File: config.mk
export PLATFORM = sky130hd
export DESIGN_NAME = controller_responder
export DESIGN_NICKNAME = d
export VERILOG_FILES = /design/src/rtl/controller_responder.sv
export SDC_FILE = /design/constraint.sdc
export NUM_CORES = 1
export LEC_CHECK = 0
export CORE_MARGIN = 3
export CORE_UTILIZATION = 47
export DETAILED_ROUTE_END_ITERATION = 12
export PLACE_DENSITY = 0.77
export REMOVE_ABC_BUFFERS = 1
export SYNTH_ARGS = -nofsm -noshare
export SYNTH_HDL_FRONTEND = slang
export SYNTH_SLANG_ARGS = --single-unit
File: constraint.sdc
create_clock -name clk -period 1.3 [get_ports clk]
set_input_delay 0.195 -clock clk [delete_from_list [all_inputs] [get_ports clk]]
set_output_delay 0.195 -clock clk [all_outputs]
set_load 0.05 [all_outputs]
File: src/rtl/controller_responder.sv
// controller_responder: device side of a latch/pulse serial game-controller link.
// Synchronizes host latch/pulse, snapshots buttons on latch and shifts them out MSB first, active-low.
module controller_responder #(
    parameter int   NUM_BUTTONS = 8,
    parameter int   SYNC_STAGES = 2,
    parameter logic FILL_VALUE  = 1'b1
) (
    input  logic                   clk,
    input  logic                   rst,
    input  logic                   latch_in,
    input  logic                   pulse_in,
    input  logic [NUM_BUTTONS-1:0] buttons,
    output logic                   data_out,
    output logic                   busy,
    output logic                   frame_done
);
    localparam int CW = $clog2(NUM_BUTTONS + 1);
    typedef enum logic [1:0] {IDLE, LATCHED, SHIFTING, DONE} state_t;
    state_t                 state_q;
    logic [SYNC_STAGES-1:0] lsync_q, psync_q;
    logic                   lhist_q, phist_q, lrise_q, lfall_q, prise_q;
    logic [NUM_BUTTONS-1:0] shift_q;
    logic [CW-1:0]          cnt_q, cnt_d;
    logic                   data_q, busy_q, done_q, shift_d;
    assign cnt_d   = (cnt_q == CW'(NUM_BUTTONS)) ? cnt_q : cnt_q + 1'b1;
    // A pulse landing on the latch-fall cycle shifts immediately; a simultaneous latch rise wins.
    assign shift_d = prise_q && !lrise_q &&
                     (state_q == SHIFTING || (state_q == LATCHED && lfall_q));
    always_ff @(posedge clk) begin
        if (rst) begin
            state_q <= IDLE;
            lsync_q <= '0;
            psync_q <= '0;
            lhist_q <= 1'b0;
            phist_q <= 1'b0;
            lrise_q <= 1'b0;
            lfall_q <= 1'b0;
            prise_q <= 1'b0;
            shift_q <= '0;
            cnt_q   <= '0;
            data_q  <= 1'b1;
            busy_q  <= 1'b0;
            done_q  <= 1'b0;
        end else begin
            lsync_q <= {lsync_q[SYNC_STAGES-2:0], latch_in};
            psync_q <= {psync_q[SYNC_STAGES-2:0], pulse_in};
            lhist_q <= lsync_q[SYNC_STAGES-1];
            phist_q <= psync_q[SYNC_STAGES-1];
            lrise_q <= lsync_q[SYNC_STAGES-1] && !lhist_q;
            lfall_q <= !lsync_q[SYNC_STAGES-1] && lhist_q;
            prise_q <= psync_q[SYNC_STAGES-1] && !phist_q;
            done_q  <= 1'b0;
            if (lrise_q || (state_q == LATCHED && !lfall_q)) begin
                state_q <= LATCHED;
                shift_q <= buttons;
                data_q  <= ~buttons[NUM_BUTTONS-1];
                cnt_q   <= '0;
                busy_q  <= 1'b1;
            end else if (state_q == LATCHED) begin
                state_q <= SHIFTING;
            end else if (state_q == IDLE) begin
                data_q <= 1'b1;
            end else if (state_q == DONE && prise_q) begin
                cnt_q  <= cnt_d;
                data_q <= FILL_VALUE;
            end
            if (shift_d) begin
                shift_q <= {shift_q[NUM_BUTTONS-2:0], 1'b0};
                cnt_q   <= cnt_d;
                data_q  <= ~shift_q[NUM_BUTTONS-2];
                if (cnt_d == CW'(NUM_BUTTONS - 1)) begin
                    state_q <= DONE;
                    busy_q  <= 1'b0;
                    done_q  <= 1'b1;
                end
            end
        end
    end
    assign data_out   = data_q;
    assign busy       = busy_q;
    assign frame_done = done_q;
endmodule
==> results summary, run 1 <==
The first-pass GRT wire length came out at 4.33 mm. In this run the worst hold path is classified as reg -> reg. The number of nets with antenna violations after detailed routing came out at 0. The run finished, with violations left. The routed length on met2 came out at 1.41 mm. In this design, the largest share of critical-path delay is due to compound AO/OA/AOI/OAI gates. The filler-free cell count of the finished design came out at around 180.

The final period demand of the worst path is 1.42 ns. The power share of the clock group is roughly 26%. STA classifies the critical path startpoint as a flip-flop. The number of buffers and inverters on the critical path is 2.

The number of levels the H-tree was split into came out at 1. The max capacitance violation total is 0. The final-report max-slew violation count came to 0. The placer congestion estimate came out at between 0.7 and 0.8. The clock buffer count from CTS is 3.

In this run, flip-flops and latches consume between 50% and 60% of the power. The register bit total from synthesis came out at 25. The share of the yosys chip area belonging to registers is a little under half. The power per unit of standard cell area is between 900 and 1000 nW/um2. The worst setup path is captured at a flip-flop. The number of global-route vias before repair is 942. The highest layer touched by signal routing is met4.

The worst path uses 109% of the clock period. The post-placement cell count is roughly 170. The routed via count came out at between 900 and 1000. For this design, the sink count on the clock tree is 25. The count of unique library cells instantiated by Yosys came out at 29. The pin count of the biggest net entering global routing is 17. The post-placement worst setup slack is -0.174 ns. The total grt overflow came out at 0. The full die area came out at 2850 um2.

The fraction of layout instances using a drive strength above 1 came out at 43.2%. Headroom to the max-slew limit came out at approximately 80%. The final worst setup slack is -0.117 ns. For this run, the top clock speed supported by timing is slightly above 0.7 GHz. The DRC marker count from the first detailed-route iteration came out at 26. Walking the worst path, the cells encountered are buf_6 > xor2_2 > a211oi_2 > buf_4 > a22oi_2 > a21oi_1.

The slew at the pin closest to its max-slew limit is 0.298 ns. The synthesized instance count is about 110. The total routing resource utilization after global routing is between 20% and 30%.

The worst-case clock buffer depth came out at 2. Once the floorplan was initialized, standard cells occupied ~52% of the core. The number of search-and-repair iterations in the first detailed-routing pass came out at 4. The net switching power figure came out at 0.000388 W. The data required time at the worst endpoint is 1.55 ns. Clock-pin slew was measured on the worst setup and hold paths at approximately 0.15 ns.

During I/O placement, the number of pins put on the boundary was 15. The portion of total power attributed to combinational logic came out at between 15 and 20%. After detailed routing, the average wire length per cell comes to about 16 um. Setup violations remaining at the end of the flow were counted as 10. The via density per instance is 5.37. The checks that failed: setup timing.

The chip height is 53.4 um. The internal power came out at ~0.0011 W. The critical-path maximum fanout is 6. The count of port buffers added during placement came out at 14. The slowest cell on the critical path is dfxtp_4. The initial antenna violation count was 0. The DRC violation count after routing came out at 0.

The number of failing hold endpoints at the final stage is 0. The cell type contributing the most total cell area after synthesis is dfxtp_1. In this run switching power makes up 26.8% of total power. The total chip power is 0.00145 W.

The filler cell count in the final layout is 123. The setup clock skew after layout is ~0.0046 ns. The number of antenna diodes in the final layout is 0. The cell area that synthesis handed to floorplanning was 1060 um2. The share of the synthesized area in the top cell type is 47.4%. The width of the die is roughly 53 um. The worst hold slack across all endpoints came out at 0.400 ns. Yosys printed 0 warnings. The clock latency on the worst-skew pair is around 0.33 ns.

The CTS tree is yes. The area added between synthesis and finish came out at 51.5%. The routed wire length on met3 is slightly above 70 um. The aggregate routed wire length came out at between 2 and 3 mm.

The HPWL after detailed placement came out at about 1.7 mm. The average size of a mapped cell came out at between 9 and 10 um2. The classification of the worst setup path is reg -> reg. The placeable core region is 2040 um2. The post-cts hold buffer count came out at 0. Cells fill approximately 80% of the core in the end. The met1 layer wirelength in the final routing is 1.30 mm. IR analysis of the VDD net gives a maximum drop of 1100 uV. Data arrives at the worst endpoint at ~1.7 ns. In this run the static leakage power is 0.602 nW.

The cell sitting at the root of the clock tree is a clkbuf_4. The number of nets in the layout is roughly 160. After floorplanning, the core was divided into 16 placement rows.

In the post-synthesis netlist, the biggest area contributors are dfxtp_1, nor2b_1, a21oi_1. Setup repair after global routing could not meet its margin everywhere. The delay of the slowest critical-path stage is ~0.40 ns.
## final timing paths
kind,to,slack (ns),from,depth (start not counted)
worst max-delay path,shift_q[2]$_SDFFE_PP0P_,-0.12,state_q[0]$_SDFF_PP0_,6
worst min register to register,prise_q$_SDFF_PP0_,0.40,phist_q$_SDFF_PP0_,1
worst min-delay path,prise_q$_SDFF_PP0_,0.40,phist_q$_SDFF_PP0_,1
worst max register to register,shift_q[2]$_SDFFE_PP0P_,-0.12,state_q[0]$_SDFF_PP0_,6
## cells in the mapped netlist
| cell type | number |
|---|---|
| a211o_1 | 3 |
| a211oi_2 | 2 |
| a21oi_1 | 12 |
| a21oi_2 | 2 |
| a22oi_1 | 6 |
| a31oi_1 | 1 |
| and3_1 | 1 |
| buf_1 | 1 |
| buf_6 | 2 |
| clkbuf_1 | 1 |
| dfxtp_1 | 25 |
| ha_1 | 3 |
| inv_1 | 4 |
| nand2_1 | 14 |
| nand2b_1 | 2 |
| nand3_1 | 1 |
| nand3b_1 | 3 |
| nand4b_1 | 2 |
| nor2_1 | 3 |
| nor2b_1 | 10 |
| nor3b_1 | 1 |
| nor3b_2 | 1 |
| nor4b_1 | 1 |
| o211a_1 | 1 |
| o21ai_0 | 2 |
| o21bai_2 | 1 |
| or2_1 | 2 |
| or3_1 | 2 |
| xor2_1 | 2 |
## repair_timing
action	in CTS	in global routing
endpoints found under the hold margin	0	0
endpoints found under the setup margin	15	14
setup buffers	3	2
gates resized for setup	32	14
pin swaps	22	15
## power by group through the flow
stage,Clock (W),Sequential (W),Combinational (W)
2_1_floorplan,0,0.000841,0.0000720
3_3_place_gp,0,0.000831,0.000190
3_5_place_dp,0,0.000833,0.000197
4_1_cts,0.000380,0.000818,0.000232
5_1_grt,0.000406,0.000825,0.000270
6_report,0.000376,0.000821,0.000253
## flip-flops by register name (all words and copies together), names as in the netlist
signal and count:
lrise_q 1, lsync_q 2, lhist_q 1, data_out 1, lfall_q 1, busy 1, state_q 2, cnt_q 4
phist_q 1, shift_q 7, prise_q 1, frame_done 1, psync_q 2
## stage by stage
| step | instance area, um2 | TNS (ns) |
|---|---|---|
| global route | 1600 | -1.25 |
| finish | 1600 | -0.499 |
| global placement | 1370 | -0.740 |
| detailed placement | 1370 | -1.44 |
| CTS | 1530 | -0.0336 |
| floorplan | 1030 | -0.201 |
## layout by cell type, fill, tap and decap left out, types with 2 or more instances in the layout
master,netlist,final
nand2_4,0,2
ha_4,0,2
a22oi_2,0,6
clkdlybuf4s50_1,0,11
o21ai_0,2,2
nor2b_1,10,9
nand4b_1,2,2
a21oi_1,12,10
inv_1,4,2
buf_12,0,3
dfxtp_1,25,19
nor2_2,0,2
buf_4,0,17
nand2_1,14,11
dfxtp_2,0,2
dfxtp_4,0,4
or3_1,2,2
clkbuf_4,0,3
a21oi_2,2,3
nand3b_1,3,3
or2_4,0,2
a211o_1,3,3
nand2b_1,2,2
a211oi_2,2,2
buf_6,2,6
## cell type report
class	instances	area [um2]	area share [%]
multi-input combinational	78	634	39.6
sequential	25	518	32.4
timing repair buffer	37	365	22.8
tap	27	33.8	2.11
clock buffer	3	22.5	1.41
inverter	4	17.5	1.09
clock inverter	1	8.76	0.547
## cells by family after synthesis
logic type | Yosys count | share of synthesized area [%]
xor+xnor | 2 | 1.66
fa+ha+maj | 3 | 3.55
flops | 25 | 47.4
compound gates | 30 | 20.0
buf+inv | 8 | 4.26
simple gates | 43 | 23.1
## layer usage
layer  up-vias  track usage [%]
met3         4             5.07
met4         0             5.11
li1        460                -
met2        18             35.5
met1       457             26.1
met5         -                0
## worst register-to-register path: cells and delay by family (launching register included)
| family | cells | cell delay [ns] |
|---|---|---|
| flops | 1 | 0.40 |
| compound gates | 3 | 0.46 |
| xor+xnor | 1 | 0.17 |
| buf+inv | 2 | 0.32 |
(Power assumes the default switching activity.)
==> run 2, diff against run 1 <==
- CTS_CLUSTER_SIZE: unset -> 16
==> results of run 2 <==
The final DEF is identical to that of run 1; final timing and power are the same.
==> run 3, diff against run 2 <==
- ABC_AREA: unset -> 1
- GPL_TIMING_DRIVEN: unset -> 1
==> results summary, run 3 <==
Result of the run: complete, no violations (was complete, but fails checks). The DRC marker count from the first detailed-route iteration is 31 (was 26). The share of the yosys chip area belonging to registers came out at 44.6% (was 47.4%). Top library cells by usage in the layout, fill and taps aside: nand2_1, dfxtp_1, inv_1 (was dfxtp_1, buf_4, nand2_1, clkdlybuf4s50_1, a21oi_1). The area added between synthesis and finish is 26.3% (was 51.5%). Largest cells by area after synthesis: dfxtp_1, nand3_1, nand2_1 (was dfxtp_1, nor2b_1, a21oi_1). The total grt overflow is 0 (unchanged).

The kind of start point of the critical path was a flip-flop (unchanged). The maximum clock frequency is 0.806 GHz (was 0.706 GHz). The critical-path maximum fanout was 3 (was 6). Largest registers in the final layout: shift_q (7), cnt_q (4) (unchanged). The dominant register cell in the synthesized netlist is dfxtp_1 (unchanged). The path category of the worst min-delay check was in -> reg (was reg -> reg). The buffer type at the clock tree root is clkbuf_4 (unchanged). Setup repair after global routing missed its margin: true (unchanged).

The chip height is 54.8 um (was 53.4 um). The fraction of registers with async set or reset after synthesis is 0% (unchanged). Synth cell count leaders: dfxtp_1, nand2_1, inv_1 (was dfxtp_1, nand2_1, a21oi_1). The portion of total power attributed to combinational logic was 16.1% (was 17.5%). The number of flip-flops under the largest register name came out at 7 (unchanged).

The aggregate routed wire length came out at 2.35 mm (was 2.81 mm). The clock sink count was 25 (unchanged). The average routed wire per standard cell is 12.1 um (was 16.0 um). The max capacitance violation total is 0 (unchanged). The final period demand of the worst path was 1.24 ns (was 1.42 ns).

The clock transition time at the flip-flop clock pins of the worst setup and hold paths is 0.14 ns (was 0.15 ns). The via density per instance was 5.07 (was 5.37). The internal power is 0.00103 W (was 0.00106 W). The number of failing hold endpoints at the final stage is 0 (unchanged). The max-slew headroom at the worst pin came to 80.2% (was 79.9%). The utilization of the core after routing is 63.4% (was 78.4%). The pin count of the biggest net entering global routing came out at 16 (was 17).

The synthesized instance count is 144 (was 111). The HPWL after detailed placement was 1.71 mm (was 1.75 mm). The setup clock skew after layout came to 0.00238 ns (was 0.00464 ns).

The data required time at the worst endpoint is 1.53 ns (was 1.55 ns). The sort of element at the end of the critical path is a flip-flop (unchanged). The width of the die is 54.8 um (was 53.4 um). The total number of placement rows came out at 17 (was 16). The register with the most flip-flops is shift_q (unchanged). The power share of the clock group is 25.4% (was 25.9%). The CTS tree was yes (unchanged).

The routed via count is 983 (was 939). The count of unique library cells instantiated by Yosys came out at 23 (was 29). The post-placement worst setup slack came to -0.0288 ns (was -0.174 ns). The number of synthesized flops with an enable pin came to 0 (unchanged). The number of failing setup endpoints in the final timing report was 0 (was 10).

The clock buffer count from CTS was 3 (unchanged). The classification of the worst setup path is reg -> reg (unchanged). The cell type contributing the most total cell area after synthesis is dfxtp_1 (unchanged). The net switching power figure came out at 0.000387 W (was 0.000388 W).

The initial antenna violation count is 0 (unchanged). The number of nets with antenna violations after detailed routing was 0 (unchanged). The full die area came out at 3010 um2 (was 2850 um2). The number of global-route vias before repair was 854 (was 942).

The number of inserted diodes is 0 (unchanged). The mapped cell area is 1120 um2 (was 1060 um2). The slew at the pin closest to its max-slew limit came to 0.297 ns (was 0.298 ns).

The worst path arrival time was 1.47 ns (was 1.67 ns). The leakage power summed over all cells came out at 0.600 nW (was 0.602 nW). The DRC violation count after routing came out at 0 (unchanged). The placer congestion estimate came to 0.851 (was 0.795). The number of levels the H-tree was split into was 1 (unchanged). The worst-case clock buffer depth came out at 2 (unchanged). The number of warning messages in the yosys log is 0 (unchanged). The sequential power share came out at 58.5% (was 56.6%). The placeable core region came out at 2230 um2 (was 2040 um2). The initial cell density of the core is 50.2% (was 51.7%). The number of nets in the layout came out at 182 (was 164). The most common cell after layout, fill and taps aside is nand2_1 (was dfxtp_1).

The average size of a mapped cell is 7.79 um2 (was 9.51 um2). The final-report max-slew violation count came out at 0 (unchanged). The register bit total from synthesis came out at 25 (unchanged). The number of search-and-repair iterations in the first detailed-routing pass is 4 (unchanged). The power per unit of standard cell area is 1000 nW/um2 (was 906 nW/um2). The most repeated cell in the gate-level netlist after synthesis is dfxtp_1 (unchanged). The share of the synthesized area in the top cell type came to 44.6% (was 47.4%). The post-cts hold buffer count came out at 0 (unchanged). The number of I/O pins is 15 (unchanged).

The first-pass GRT wire length is 3.64 mm (was 4.33 mm). The switching part of the total power came out at 27.3% (was 26.8%). The clock latency on the worst-skew pair is 0.32 ns (was 0.33 ns).

The final cycle utilization of the critical path came out at 95.4% (was 109%). The largest voltage drop on the vdd net was 802 uV (was 1100 uV). The fraction of layout instances using a drive strength above 1 came to 21.7% (was 43.2%). The final worst setup slack is 0.0601 ns (was -0.117 ns). The total routing resource utilization after global routing was 16.9% (was 20.9%). The count of port buffers added during placement came to 14 (unchanged).
## run 3: cell count changes in the layout (fill, tap and decap cells not counted), moves of 5 or more
cell / previous run / this run
a31oi_1: 1 / 6
a21oi_1: 10 / 3
nand2_1: 11 / 22
nor2b_1: 9 / 0
buf_6: 6 / 0
buf_4: 17 / 9
nor2_1: 1 / 15
a22oi_2: 6 / 0
nand3_1: 0 / 17
inv_1: 2 / 20
## run 3: repair_timing
action                     CTS  global route
setup buffers                0             1
resized for setup            1             9
setup endpoints to repair    3            15
pin swaps                    0             1
gates cloned                 0             0
## run 3: final cells by class
type,instances,area [um2]
well taps,28,35.0
repair buffers,23,238
inverters,20,75.1
fillers,205,817
clock inverters,1,7.51
multi-input cells,94,528
flip-flops and latches,25,510
clock buffers,3,22.5
## run 3: worst max-delay path, stage by stage (launching register included)
cell and delay (ns):
dfxtp_4 0.37, inv_1 0.10, ha_2 0.19, nand2_1 0.07
o21ai_0 0.19, a21oi_1 0.10, nand2_1 0.08, a21oi_2 0.05
## run 3: logic make-up (layout without fill, tap and decap cells)
kind of cell	Yosys count	in the layout	share of synthesized area [%]
compound gates	17	17	9.26
buf+inv	25	47	9.26
simple gates	72	72	31.9
flops	25	25	44.6
fa+ha+maj	3	3	3.35
xor+xnor	2	2	1.56
## run 3: worst paths after layout
check / start / end / slack, ns / depth (start not counted)
worst max register to register: cnt_q[0]$_SDFFE_PP0P_ / cnt_q[0]$_SDFFE_PP0P_ / 0.06 / 7
worst min-delay path: pulse_in / psync_q[0]$_SDFF_PP0_ / 0.37 / 3
worst min register to register: phist_q$_SDFF_PP0_ / prise_q$_SDFF_PP0_ / 0.39 / 1
worst max-delay path: cnt_q[0]$_SDFFE_PP0P_ / cnt_q[0]$_SDFFE_PP0P_ / 0.06 / 7
## run 3: through the flow
stage | hold WS [ns] | instances | area [um2] | total power, W | TNS [ns]
3_5_place_dp | 0.386 | 189 | 1360 | 0.00107 | -0.0288
3_3_place_gp | 0.376 | 189 | 1360 | 0.00106 | 0
6_report | 0.368 | 194 | 1420 | 0.00142 | 0
4_1_cts | 0.352 | 193 | 1390 | 0.00142 | 0
5_1_grt | 0.365 | 194 | 1420 | 0.00148 | -0.0382
2_1_floorplan | 0.264 | 139 | 1090 | 0.000958 | 0
## run 3: power by group through the flow
stage	registers [W]	logic (W)	clock network, W
after detailed placement	0.000848	0.000218	0
final	0.000830	0.000229	0.000360
after CTS	0.000832	0.000219	0.000374
after global routing	0.000835	0.000251	0.000398
after floorplan	0.000854	0.000105	0
after global placement	0.000846	0.000211	0
## run 3: routing by layer
metal | vias up | share of wire [%] | global-route usage (%)
met2 | 31 | 51 | 26.4
met3 | 6 | 5.3 | 6.81
met4 | 0 | 1.4 | 6.64
li1 | 510 | - | -
met5 | - | 0 | 0
met1 | 436 | 42 | 20.6
